===== src/rtl/elevator_pkg.sv =====
// Shared encodings for the elevator plant and its controller: engine/door
// commands, door-state reporting and cab FSM states.
package elevator_pkg;

  typedef enum logic [1:0] {
    ENG_STOP    = 2'b00,
    ENG_UP      = 2'b01,
    ENG_DOWN    = 2'b10,
    ENG_ILLEGAL = 2'b11
  } engine_cmd_e;

  typedef enum logic [1:0] {
    DOOR_HOLD    = 2'b00,
    DOOR_OPEN    = 2'b01,
    DOOR_CLOSE   = 2'b10,
    DOOR_ILLEGAL = 2'b11
  } door_cmd_e;

  typedef enum logic [1:0] {
    DS_CLOSED  = 2'b00,
    DS_OPENING = 2'b01,
    DS_OPEN    = 2'b10,
    DS_CLOSING = 2'b11
  } door_state_e;

  typedef enum logic [1:0] {
    CAB_IDLE      = 2'b00,
    CAB_MOVE_UP   = 2'b01,
    CAB_MOVE_DOWN = 2'b10,
    CAB_FAULT     = 2'b11
  } cab_state_e;

  // Bit width needed to hold values 0..n-1, never less than one bit.
  function automatic int width_of(input int n);
    return (n > 1) ? $clog2(n) : 1;
  endfunction

endpackage


===== src/rtl/elevator_door.sv =====
// Door plant: stroke timer and CLOSED/OPENING/OPEN/CLOSING sequencing.
// Frozen whenever the shaft is faulted or faulting this edge.
module elevator_door
  import elevator_pkg::*;
#(
  parameter int DOOR_TICKS = 3
) (
  input  logic       clk,
  input  logic       reset,
  input  logic [1:0] door_cmd,
  input  logic       open_ok,
  input  logic       freeze,
  output logic [1:0] door_state
);

  localparam int TIMER_W = width_of(DOOR_TICKS);
  localparam logic [TIMER_W-1:0] LAST_TICK = TIMER_W'(DOOR_TICKS - 1);

  door_state_e            state_reg, state_next;
  logic [TIMER_W-1:0]     timer_reg, timer_next;
  door_cmd_e              cmd;

  assign cmd = door_cmd_e'(door_cmd);

  always_ff @(posedge clk or posedge reset) begin
    if (reset) begin
      state_reg <= DS_CLOSED;
      timer_reg <= '0;
    end else begin
      state_reg <= state_next;
      timer_reg <= timer_next;
    end
  end

  always_comb begin
    state_next = state_reg;
    timer_next = timer_reg;
    if (!freeze) begin
      case (state_reg)
        DS_CLOSED: begin
          if (cmd == DOOR_OPEN && open_ok) begin
            state_next = DS_OPENING;
            timer_next = '0;
          end
        end
        DS_OPENING: begin
          // Close requests are ignored until the stroke completes.
          if (timer_reg == LAST_TICK) begin
            state_next = DS_OPEN;
            timer_next = '0;
          end else begin
            timer_next = timer_reg + 1'b1;
          end
        end
        DS_OPEN: begin
          if (cmd == DOOR_CLOSE) begin
            state_next = DS_CLOSING;
            timer_next = '0;
          end
        end
        DS_CLOSING: begin
          if (cmd == DOOR_OPEN) begin
            state_next = DS_OPENING;
            timer_next = '0;
          end else if (timer_reg == LAST_TICK) begin
            state_next = DS_CLOSED;
            timer_next = '0;
          end else begin
            timer_next = timer_reg + 1'b1;
          end
        end
        default: begin
          state_next = DS_CLOSED;
          timer_next = '0;
        end
      endcase
    end
  end

  assign door_state = state_reg;

endmodule


===== src/rtl/elevator_shaft.sv =====
// Cab/door plant model driven by the elevator controller: position counter,
// floor sensors, sticky plant-violation detection and the door sub-plant.
module elevator_shaft
  import elevator_pkg::*;
#(
  parameter int FLOORS          = 8,
  parameter int TICKS_PER_FLOOR = 4,
  parameter int DOOR_TICKS      = 3
) (
  input  logic                      clk,
  input  logic                      reset,
  input  logic [1:0]                engine,
  input  logic [1:0]                door,
  output logic                      sensor_up,
  output logic                      sensor_down,
  output logic [$clog2(FLOORS)-1:0] cab_floor,
  output logic                      at_floor,
  output logic [1:0]                door_state,
  output logic                      fault
);

  localparam int FLOOR_W   = $clog2(FLOORS);
  localparam int POS_MAX_I = (FLOORS - 1) * TICKS_PER_FLOOR;
  localparam int POS_W     = width_of(POS_MAX_I + 1);
  localparam logic [POS_W-1:0] POS_MAX = POS_W'(POS_MAX_I);
  localparam logic [POS_W-1:0] TPF     = POS_W'(TICKS_PER_FLOOR);

  cab_state_e          cab_state_reg, cab_state_next;
  logic [POS_W-1:0]    pos_reg, pos_next;
  logic                sensor_up_reg, sensor_up_next;
  logic                sensor_down_reg, sensor_down_next;
  logic [FLOOR_W-1:0]  last_floor_reg, last_floor_next;
  logic [FLOOR_W-1:0]  arrive_floor;

  engine_cmd_e         eng;
  door_cmd_e           dcmd;
  door_state_e         door_state_w;
  logic [1:0]          door_bits;
  logic                at_floor_w;
  logic                violation;
  logic                door_freeze;
  logic                open_ok;

  assign eng          = engine_cmd_e'(engine);
  assign dcmd         = door_cmd_e'(door);
  assign door_state_w = door_state_e'(door_bits);
  assign at_floor_w   = ((pos_reg % TPF) == '0);

  assign violation = (eng == ENG_ILLEGAL)
                  || (dcmd == DOOR_ILLEGAL)
                  || ((eng != ENG_STOP) && (door_state_w != DS_CLOSED))
                  || ((dcmd == DOOR_OPEN) && (!at_floor_w || (eng != ENG_STOP)))
                  || ((eng == ENG_UP) && (pos_reg == POS_MAX))
                  || ((eng == ENG_DOWN) && (pos_reg == '0));

  always_ff @(posedge clk or posedge reset) begin
    if (reset) begin
      cab_state_reg   <= CAB_IDLE;
      pos_reg         <= '0;
      sensor_up_reg   <= 1'b0;
      sensor_down_reg <= 1'b0;
      last_floor_reg  <= '0;
    end else begin
      cab_state_reg   <= cab_state_next;
      pos_reg         <= pos_next;
      sensor_up_reg   <= sensor_up_next;
      sensor_down_reg <= sensor_down_next;
      last_floor_reg  <= last_floor_next;
    end
  end

  always_comb begin
    cab_state_next   = cab_state_reg;
    pos_next         = pos_reg;
    sensor_up_next   = 1'b0;
    sensor_down_next = 1'b0;
    last_floor_next  = last_floor_reg;
    arrive_floor     = last_floor_reg;
    if (cab_state_reg != CAB_FAULT) begin
      if (violation) begin
        cab_state_next = CAB_FAULT;
      end else begin
        case (eng)
          ENG_UP: begin
            cab_state_next = CAB_MOVE_UP;
            pos_next       = pos_reg + 1'b1;
          end
          ENG_DOWN: begin
            cab_state_next = CAB_MOVE_DOWN;
            pos_next       = pos_reg - 1'b1;
          end
          default: cab_state_next = CAB_IDLE;
        endcase
        // Returning to the floor just left (mid-floor reversal) is not an arrival.
        if ((cab_state_next != CAB_IDLE) && ((pos_next % TPF) == '0)) begin
          arrive_floor    = FLOOR_W'(pos_next / TPF);
          last_floor_next = arrive_floor;
          if (arrive_floor != last_floor_reg) begin
            sensor_up_next   = (cab_state_next == CAB_MOVE_UP);
            sensor_down_next = (cab_state_next == CAB_MOVE_DOWN);
          end
        end
      end
    end
  end

  assign open_ok     = at_floor_w && (eng == ENG_STOP);
  assign door_freeze = (cab_state_reg == CAB_FAULT) || violation;

  elevator_door #(
    .DOOR_TICKS(DOOR_TICKS)
  ) u_door (
    .clk       (clk),
    .reset     (reset),
    .door_cmd  (door),
    .open_ok   (open_ok),
    .freeze    (door_freeze),
    .door_state(door_bits)
  );

  assign sensor_up   = sensor_up_reg;
  assign sensor_down = sensor_down_reg;
  assign cab_floor   = FLOOR_W'(pos_reg / TPF);
  assign at_floor    = at_floor_w;
  assign door_state  = door_bits;
  assign fault       = (cab_state_reg == CAB_FAULT);

endmodule


===== config.mk =====
export PLATFORM = sky130hd
export DESIGN_NAME = elevator_shaft
export DESIGN_NICKNAME = d
export VERILOG_FILES = /design/src/rtl/elevator_pkg.sv /design/src/rtl/elevator_door.sv /design/src/rtl/elevator_shaft.sv
export SDC_FILE = /design/constraint.sdc
export NUM_CORES = 1
export LEC_CHECK = 0
export CAP_MARGIN = 20
export CORE_MARGIN = 5
export CORE_UTILIZATION = 40
export DETAILED_ROUTE_END_ITERATION = 7
export HOLD_SLACK_MARGIN = 0.12
export PLACE_DENSITY = 0.72
export SYNTH_ARGS = -nofsm -noshare
export SYNTH_HDL_FRONTEND = slang
export SYNTH_SLANG_ARGS = --single-unit

===== constraint.sdc =====
create_clock -name clk -period 2.36 [get_ports clk]
set_clock_uncertainty 0.15 [all_clocks]
set_input_delay 0.472 -clock clk [delete_from_list [all_inputs] [get_ports clk]]
set_output_delay 0.472 -clock clk [all_outputs]
set_load 0.005 [all_outputs]

* Word-level counts from Yosys, hierarchy flattened
Cells that the tools add are included.
Storage, ports and cells: register bits 16, input bits 6, output and inout bits 9
Cells by class: add/sub/neg operators 3, equality and inequality tests 20, muxes and demuxes 26, bitwise gates (word level) 2, reduce and logical (&&, ||, !) cells 27
Operators with widths (number):
- two-way mux 2 bit | 12
- == test 2 bit (second input constant) | 9
- case mux 2 bit (4 select lines) | 2
- logical NOT 5 bit | 3
- two-way mux 5 bit | 2
- case mux 5 bit (2 select lines) | 1
- == test 2 x 1 -> 1 bit (second input constant) | 4
- two-way mux 1 bit | 8
- logical AND 1 bit | 7
- logical OR 1 bit | 7
- != test 2 x 1 -> 1 bit (second input constant) | 3
- AND reduction 3 bit | 2
- nonzero test 2 bit | 3
- adder 5 x 1 -> 5 bit (second input constant) | 1
- == test 5 bit (second input constant) | 1
- AND reduction 5 bit | 1
- subtractor 5 x 1 -> 5 bit (second input constant) | 1
- logical NOT 2 bit | 2
- case mux 2 bit (2 select lines) | 1
- != test 3 x 2 -> 1 bit (second input constant) | 1
- != test 3 bit | 1
- adder 2 x 1 -> 2 bit (second input constant) | 1
- != test 2 bit (second input constant) | 1
- inverter 1 bit | 2
- 2 further kinds | 2

* Logic depth before layout (Yosys ltp)
word-level depth 14, mapped depth 10, gate-level depth less buffers 9

* Cells and area by module
From an unflattened synthesis, not the netlist that was laid out.
Unflattened totals: cells, all modules 120, area, all modules 1263.7 um^2
By module, submodules not included:
- elevator_shaft | instances 1, cells each 90, area an instance 938.4 um^2
- elevator_door | instances 1, cells each 30, area an instance 325.3 um^2

* Worst setup path before layout
Ideal clock, no wire load.
path type input port to flip-flop, from input engine[0], to register sensor_up_reg, in the netlist sensor_up, arrival 2258 ps, data required time 2069 ps, setup slack -189 ps, stages on the path 10, cells stage by stage inv_1 -> ha_1 -> buf_2 -> xor2_1 -> ha_1 -> and3b_1 -> o21ai_1 -> a21oi_1 -> nor4b_1 -> o211ai_2
Between the ends: word-level cells in the longest chain between the ends 9, elaborated cells between the ends (all ways) 29
Ends and longest elaborated chain:
- from (decl) | line elevator_shaft.sv:12 | input logic [1:0] engine,
- == test 2 bit or == test 2 x 1 -> 1 bit (tied branches) | line elevator_shaft.sv:54, elevator_shaft.sv:83, elevator_shaft.sv:53
- case mux 5 bit (2 select lines) or case mux 2 bit (2 select lines) (tied branches) | line elevator_shaft.sv:83 | case (eng)
- two-way mux 5 bit or two-way mux 2 bit (tied branches) | line elevator_shaft.sv:80 | if (violation) begin
- two-way mux 5 bit or two-way mux 2 bit (tied branches) | line elevator_shaft.sv:79 | if (cab_state_reg != CAB_FAULT) begin
- != test 3 bit (tied with other cells) | line elevator_shaft.sv:98 | if (arrive_floor != last_floor_reg) begin
- two-way mux 1 bit or logical AND 1 bit (tied branches) | line elevator_shaft.sv:98, elevator_shaft.sv:95
- two-way mux 1 bit | line elevator_shaft.sv:95 | if ((cab_state_next != CAB_IDLE) && ((pos_next % TPF) == '0)) begin
- two-way mux 1 bit (*) | line elevator_shaft.sv:80
- two-way mux 1 bit (*) | line elevator_shaft.sv:79
- via sensor_up_next | line elevator_shaft.sv:30 | logic sensor_up_reg, sensor_up_next;
- to (signal assigned) | line elevator_shaft.sv:66 | sensor_up_reg <= sensor_up_next;
- to (decl) | line elevator_shaft.sv:30
Mark *: on every way through the listed nets, which the timed path passes. The rest lies on a longest branch. The select of a mux whose other input is x is not followed. A chain may end at the register's enable or synchronous reset.

* Final worst setup path
from input engine[1], to register u_door.state_reg[1], in the netlist u_door.door_state[1]
Between the ends: word-level cells in the longest chain between the ends 9, elaborated cells between the ends (all ways) 21
Ends and longest elaborated chain:
- == test 2 bit or nonzero test 2 bit (tied branches) | line elevator_shaft.sv:49, elevator_shaft.sv:51, elevator_shaft.sv:52
- logical OR 1 bit (tied with other cells) | line elevator_shaft.sv:50 | || (dcmd == DOOR_ILLEGAL)
- logical OR 1 bit or logical AND 1 bit (tied branches) | line elevator_shaft.sv:51, elevator_shaft.sv:52
- logical OR 1 bit | line elevator_shaft.sv:52 | || ((dcmd == DOOR_OPEN) && (!at_floor_w || (eng != ENG_STOP)))
- logical OR 1 bit | line elevator_shaft.sv:53 | || ((eng == ENG_UP) && (pos_reg == POS_MAX))
- logical OR 1 bit | line elevator_shaft.sv:54 | || ((eng == ENG_DOWN) && (pos_reg == '0));
- logical OR 1 bit | line elevator_shaft.sv:108 | assign door_freeze = (cab_state_reg == CAB_FAULT) || violation;
- inverter 1 bit (no source line)
- AND reduction 5 bit (no source line) (*)
- to (signal assigned) | line elevator_door.sv:30 | state_reg <= state_next;
- to (decl) | line elevator_door.sv:19 | door_state_e state_reg, state_next;
Every way passes the cells marked *; elsewhere a longest branch is shown, timed or not.

==> results <==
- The worst setup path is captured at a register.
- The largest net degree at the start of global routing is 17.
- In this run the critical register-to-register path is launched from pos_reg[1]$_DFFE_PP0P_.
- Data arrives at the worst endpoint at 2.34 ns.
- Among all flip-flop cells after synthesis, the most frequent one is sky130_fd_sc_hd__dfrtp_1.
- The total of flip-flops plus latches after synthesis is 16.
- The total clock sinks is 16.
- Net switching is 28.61% of the power.
- The origin of the worst min-delay path is u_door.timer_reg[0]$_DFFE_PP0P_.
- The number of nets in the synthesized netlist is 145.
- At the pin with the least slew margin, the transition time is 0.6283 ns.
- The overall routing resource usage is 14.06%.
- The sum of net half-perimeters after detailed placement is 2136 um.
- The internal power of the cells totals between 400 and 500 uW.
- The max-cap check violation count is 0.
- The row count is 20.
- The TritonCTS clock tree is built.
- The share of power burned in registers is 46.1%.
- The number of warning messages in the yosys log is 0.
- The number of flip-flops under the largest register name is 5.
- Along the worst path, the maximum fanout reaches 4.
- At the worst endpoint, the required time is 2.40 ns.
- The startpoint class of the critical path is an input port.
- The number of levels in the clock H-tree is 1.
- The share of post-route cells with drive strength above 1 is approximately 28%.
- The depth of the most critical reg-to-reg path is 5.
- 0 antenna diodes ended up in the layout.
- The worst supply voltage drop on vdd is around 0.00016 V.
- The die covers 4347 um^2.
- The power after layout is 620.3 uW.
- The number of antenna violations at the first check in global routing is 0.
- The worst register-to-register path has a setup slack of 0.07 ns.
- After synthesis, the largest area contributor takes up 32.00% of total cell area.
- The synthesized cell area is between 1000 and 1500 um^2.
- The clock network is responsible for 31.2% of the overall power.
- After detailed routing, the number of vias per cell comes to 5.132.
- The via total after detailed routing is 1052.
- The final layout contains routed wiring with a total length of 2744 um.
- The setup slack after layout is roughly 0.059 ns.
- The top cell types in the final layout, fill and taps aside, are sky130_fd_sc_hd__buf_4 (23), sky130_fd_sc_hd__dfrtp_1 (16), sky130_fd_sc_hd__clkdlybuf4s50_1 (11).
- Ranked by total cell area, the synthesized netlist is headed by sky130_fd_sc_hd__dfrtp_1 (32%), sky130_fd_sc_hd__ha_1 (11%), sky130_fd_sc_hd__xor2_1 (4.9%), sky130_fd_sc_hd__a21oi_1 (3.6%), sky130_fd_sc_hd__xnor2_1 (3.5%).
- Once the floorplan was initialized, standard cells occupied 41.32% of the core.
- The count of final max-slew check failures is 0.
- The floorplan step set the die width to 65.93 um.
- The via count of the first global-routing pass was 1074.
- The length of the first detailed-routing pass in iterations is 4.
- The relative max-transition margin is between 50% and 60%.
- The area of the core is 3028 um^2.
- In this run the tool buffered the top-level ports with 14 buffer cells.
- Synthesis produced a netlist whose cell count is 128.
- Dividing the detail-routed wire length by the instance count gives 13.39 um.
- In this run the clock root is driven by a sky130_fd_sc_hd__clkbuf_4.
- Setup repair after global routing could not meet its margin everywhere.
- The worst hold path terminates at u_door.timer_reg[1]$_DFFE_PP0P_.
- The number of instances on the worst hold path is 1.
- The DRC violations left is 0.
- Summed over all failing endpoints, the final setup total negative slack is 0 ns.
- The number of synthesized flops with an enable pin is 0.
- The power density over the cells is between 300 and 400 nW/um^2.
- Relative to the synthesized area, the layout overhead comes to 30.60%.
- For this design the static power due to leakage is 0.0007617 uW.
- The category of the critical setup timing path is input port to register.
- The number of top-level pins is 15.
- The clock passes through at most 2 buffers.
- The final count of negative-setup-slack endpoints is 0.
- After clock tree synthesis, the clock-pin slew on the worst setup and hold paths is 0.10 ns.
- The async set or reset register ratio after synthesis is between 90% and 100%.
- The first-pass GRT wire length is between 4000 and 5000 um.
- In this run, the number of DRC markers left after iteration 0 of detailed routing was 48.
- The maximum clock rate is 0.4346 GHz.
- Once placement completed, the tool counted placed cells totaling 200.
- The final cell count without fillers is 205.
- The later pin in the worst-skew pair is clocked with a latency of 0.30 ns.
- The worst-case setup slack after placement is -0.7263 ns.
- The number of clock buffers added by TritonCTS is 3.
- The endpoint identified for the worst register-to-register timing path is u_door.door_state[1]$_DFFE_PP0P_.
- The proportion of synthesized chip area in sequential cells is 32.00%.
- The largest total area in the synthesized netlist belongs to sky130_fd_sc_hd__dfrtp_1.
- The floorplan step set the die height to 65.93 um.
- The portion of the clock cycle consumed by the worst path in the final layout is 97.49%.
- The flow ran to the end, and the final reports show no timing, DRC or antenna violations.
- At the end of the flow, the number of nets in the layout was 179.
- The number of hold-slack violations in the final timing report is 0.
- At the end of routability-driven placement, the weighted congestion stood at 0.8292.
- In this run the power spent charging and discharging nets is 177.5 uW.
- The min-delay analysis places its worst path in the category register to register.
- The total overflow left after global routing is 0.
- The smallest clock period supported by the final layout is computed as 2.301 ns.
- The share of total power in combinational logic is a little under a quarter.
- The average size of a mapped cell is 9.775 um^2.
- In this run the remaining antenna-violating nets after routing total 0.
- The count of unique library cells instantiated by Yosys is 40.
- Leaving out fill and tap cells, the most frequent cell in the layout is sky130_fd_sc_hd__buf_4.
power by group through the flow:
stage	logic (uW)	registers (uW)	clock network [uW]
6_report	141	286	193
5_1_grt	155	287	209
4_1_cts	140	286	199
3_5_place_dp	141	291	0
3_3_place_gp	136	291	0
2_1_floorplan	79.4	290	0
what timing repair did:
action	CTS	global route
buffers inserted	1	0
setup endpoints to repair	16	6
pin swaps	3	4
gates resized for setup	10	4
hold buffers	0	0
stage by stage:
step / utilization [%] / cell area, um^2 / hold WS, ns
after detailed placement: 52.48 / 1589 / 0.3388
after floorplan: - / 1286 / 0.2357
final: 53.97 / 1634 / 0.3553
after global routing: 53.97 / 1634 / 0.3652
after global placement: 52.48 / 1589 / 0.3335
after CTS: 53.55 / 1622 / 0.3634
cell families after synthesis:
logic type	after synthesis	share of synthesized area (%)
flip-flops	16	32.00
adder cells (fa/ha/maj)	11	11.00
multiplexers	4	3.600
AND/OR/NAND/NOR	38	19.60
XOR/XNOR	12	8.400
AO/OA/AOI/OAI	28	17.50
buffers and inverters	19	7.900
layer usage:
metal | global-route usage [%] | share of wire, % | up-vias
li1 | - | - | 519
met1 | 16.53 | 44 | 509
met2 | 24.53 | 51 | 20
met3 | 2.551 | 3.4 | 4
met4 | 6.599 | 1.5 | 0
met5 | 0 | 0 | -
worst max-delay path, stage by stage:
cell	delay, ns
sky130_fd_sc_hd__buf_4	0.14
sky130_fd_sc_hd__inv_8	0.05
sky130_fd_sc_hd__ha_4	0.12
sky130_fd_sc_hd__or4b_4	0.46
sky130_fd_sc_hd__a2111oi_4	0.38
sky130_fd_sc_hd__o211ai_2	0.22
sky130_fd_sc_hd__nor2_1	0.16
sky130_fd_sc_hd__mux2_1	0.33
worst max-delay path by stage:
stage	start	depth (start not counted)	slack, ns	end
finish	engine[1]	8	0.06	u_door.door_state[1]$_DFFE_PP0P_
global route	pos_reg[1]$_DFFE_PP0P_	5	-0.005	u_door.door_state[1]$_DFFE_PP0P_
CTS	engine[1]	8	0.02	u_door.door_state[1]$_DFFE_PP0P_
detailed placement	engine[1]	8	-0.73	u_door.door_state[1]$_DFFE_PP0P_
global placement	engine[1]	8	-0.66	u_door.door_state[1]$_DFFE_PP0P_
floorplan	engine[1]	7	0.005	u_door.door_state[1]$_DFFE_PP0P_
synth_stat cells, types with 3 or more instances:
cell type / number
sky130_fd_sc_hd__a21oi_1: 9
sky130_fd_sc_hd__nand2_1: 4
sky130_fd_sc_hd__o21ai_1: 4
sky130_fd_sc_hd__o21ai_0: 3
sky130_fd_sc_hd__ha_1: 11
sky130_fd_sc_hd__nor4b_1: 4
sky130_fd_sc_hd__and2_1: 3
sky130_fd_sc_hd__dfrtp_1: 16
sky130_fd_sc_hd__buf_4: 3
sky130_fd_sc_hd__xor2_1: 7
sky130_fd_sc_hd__nand3_1: 3
sky130_fd_sc_hd__o211ai_2: 3
sky130_fd_sc_hd__nor2_1: 5
sky130_fd_sc_hd__xnor2_1: 5
sky130_fd_sc_hd__inv_1: 11
sky130_fd_sc_hd__nand2b_1: 4
layout make-up:
class                   instances  area (um^2)
well taps                      44        55.05
inverters                      11        53.80
flip-flops and latches         16        400.4
fillers                       291         1394
repair buffers                 37        307.8
multi-input cells              93        780.7
clock buffers                   4        36.28
(Power assumes the default switching activity.)
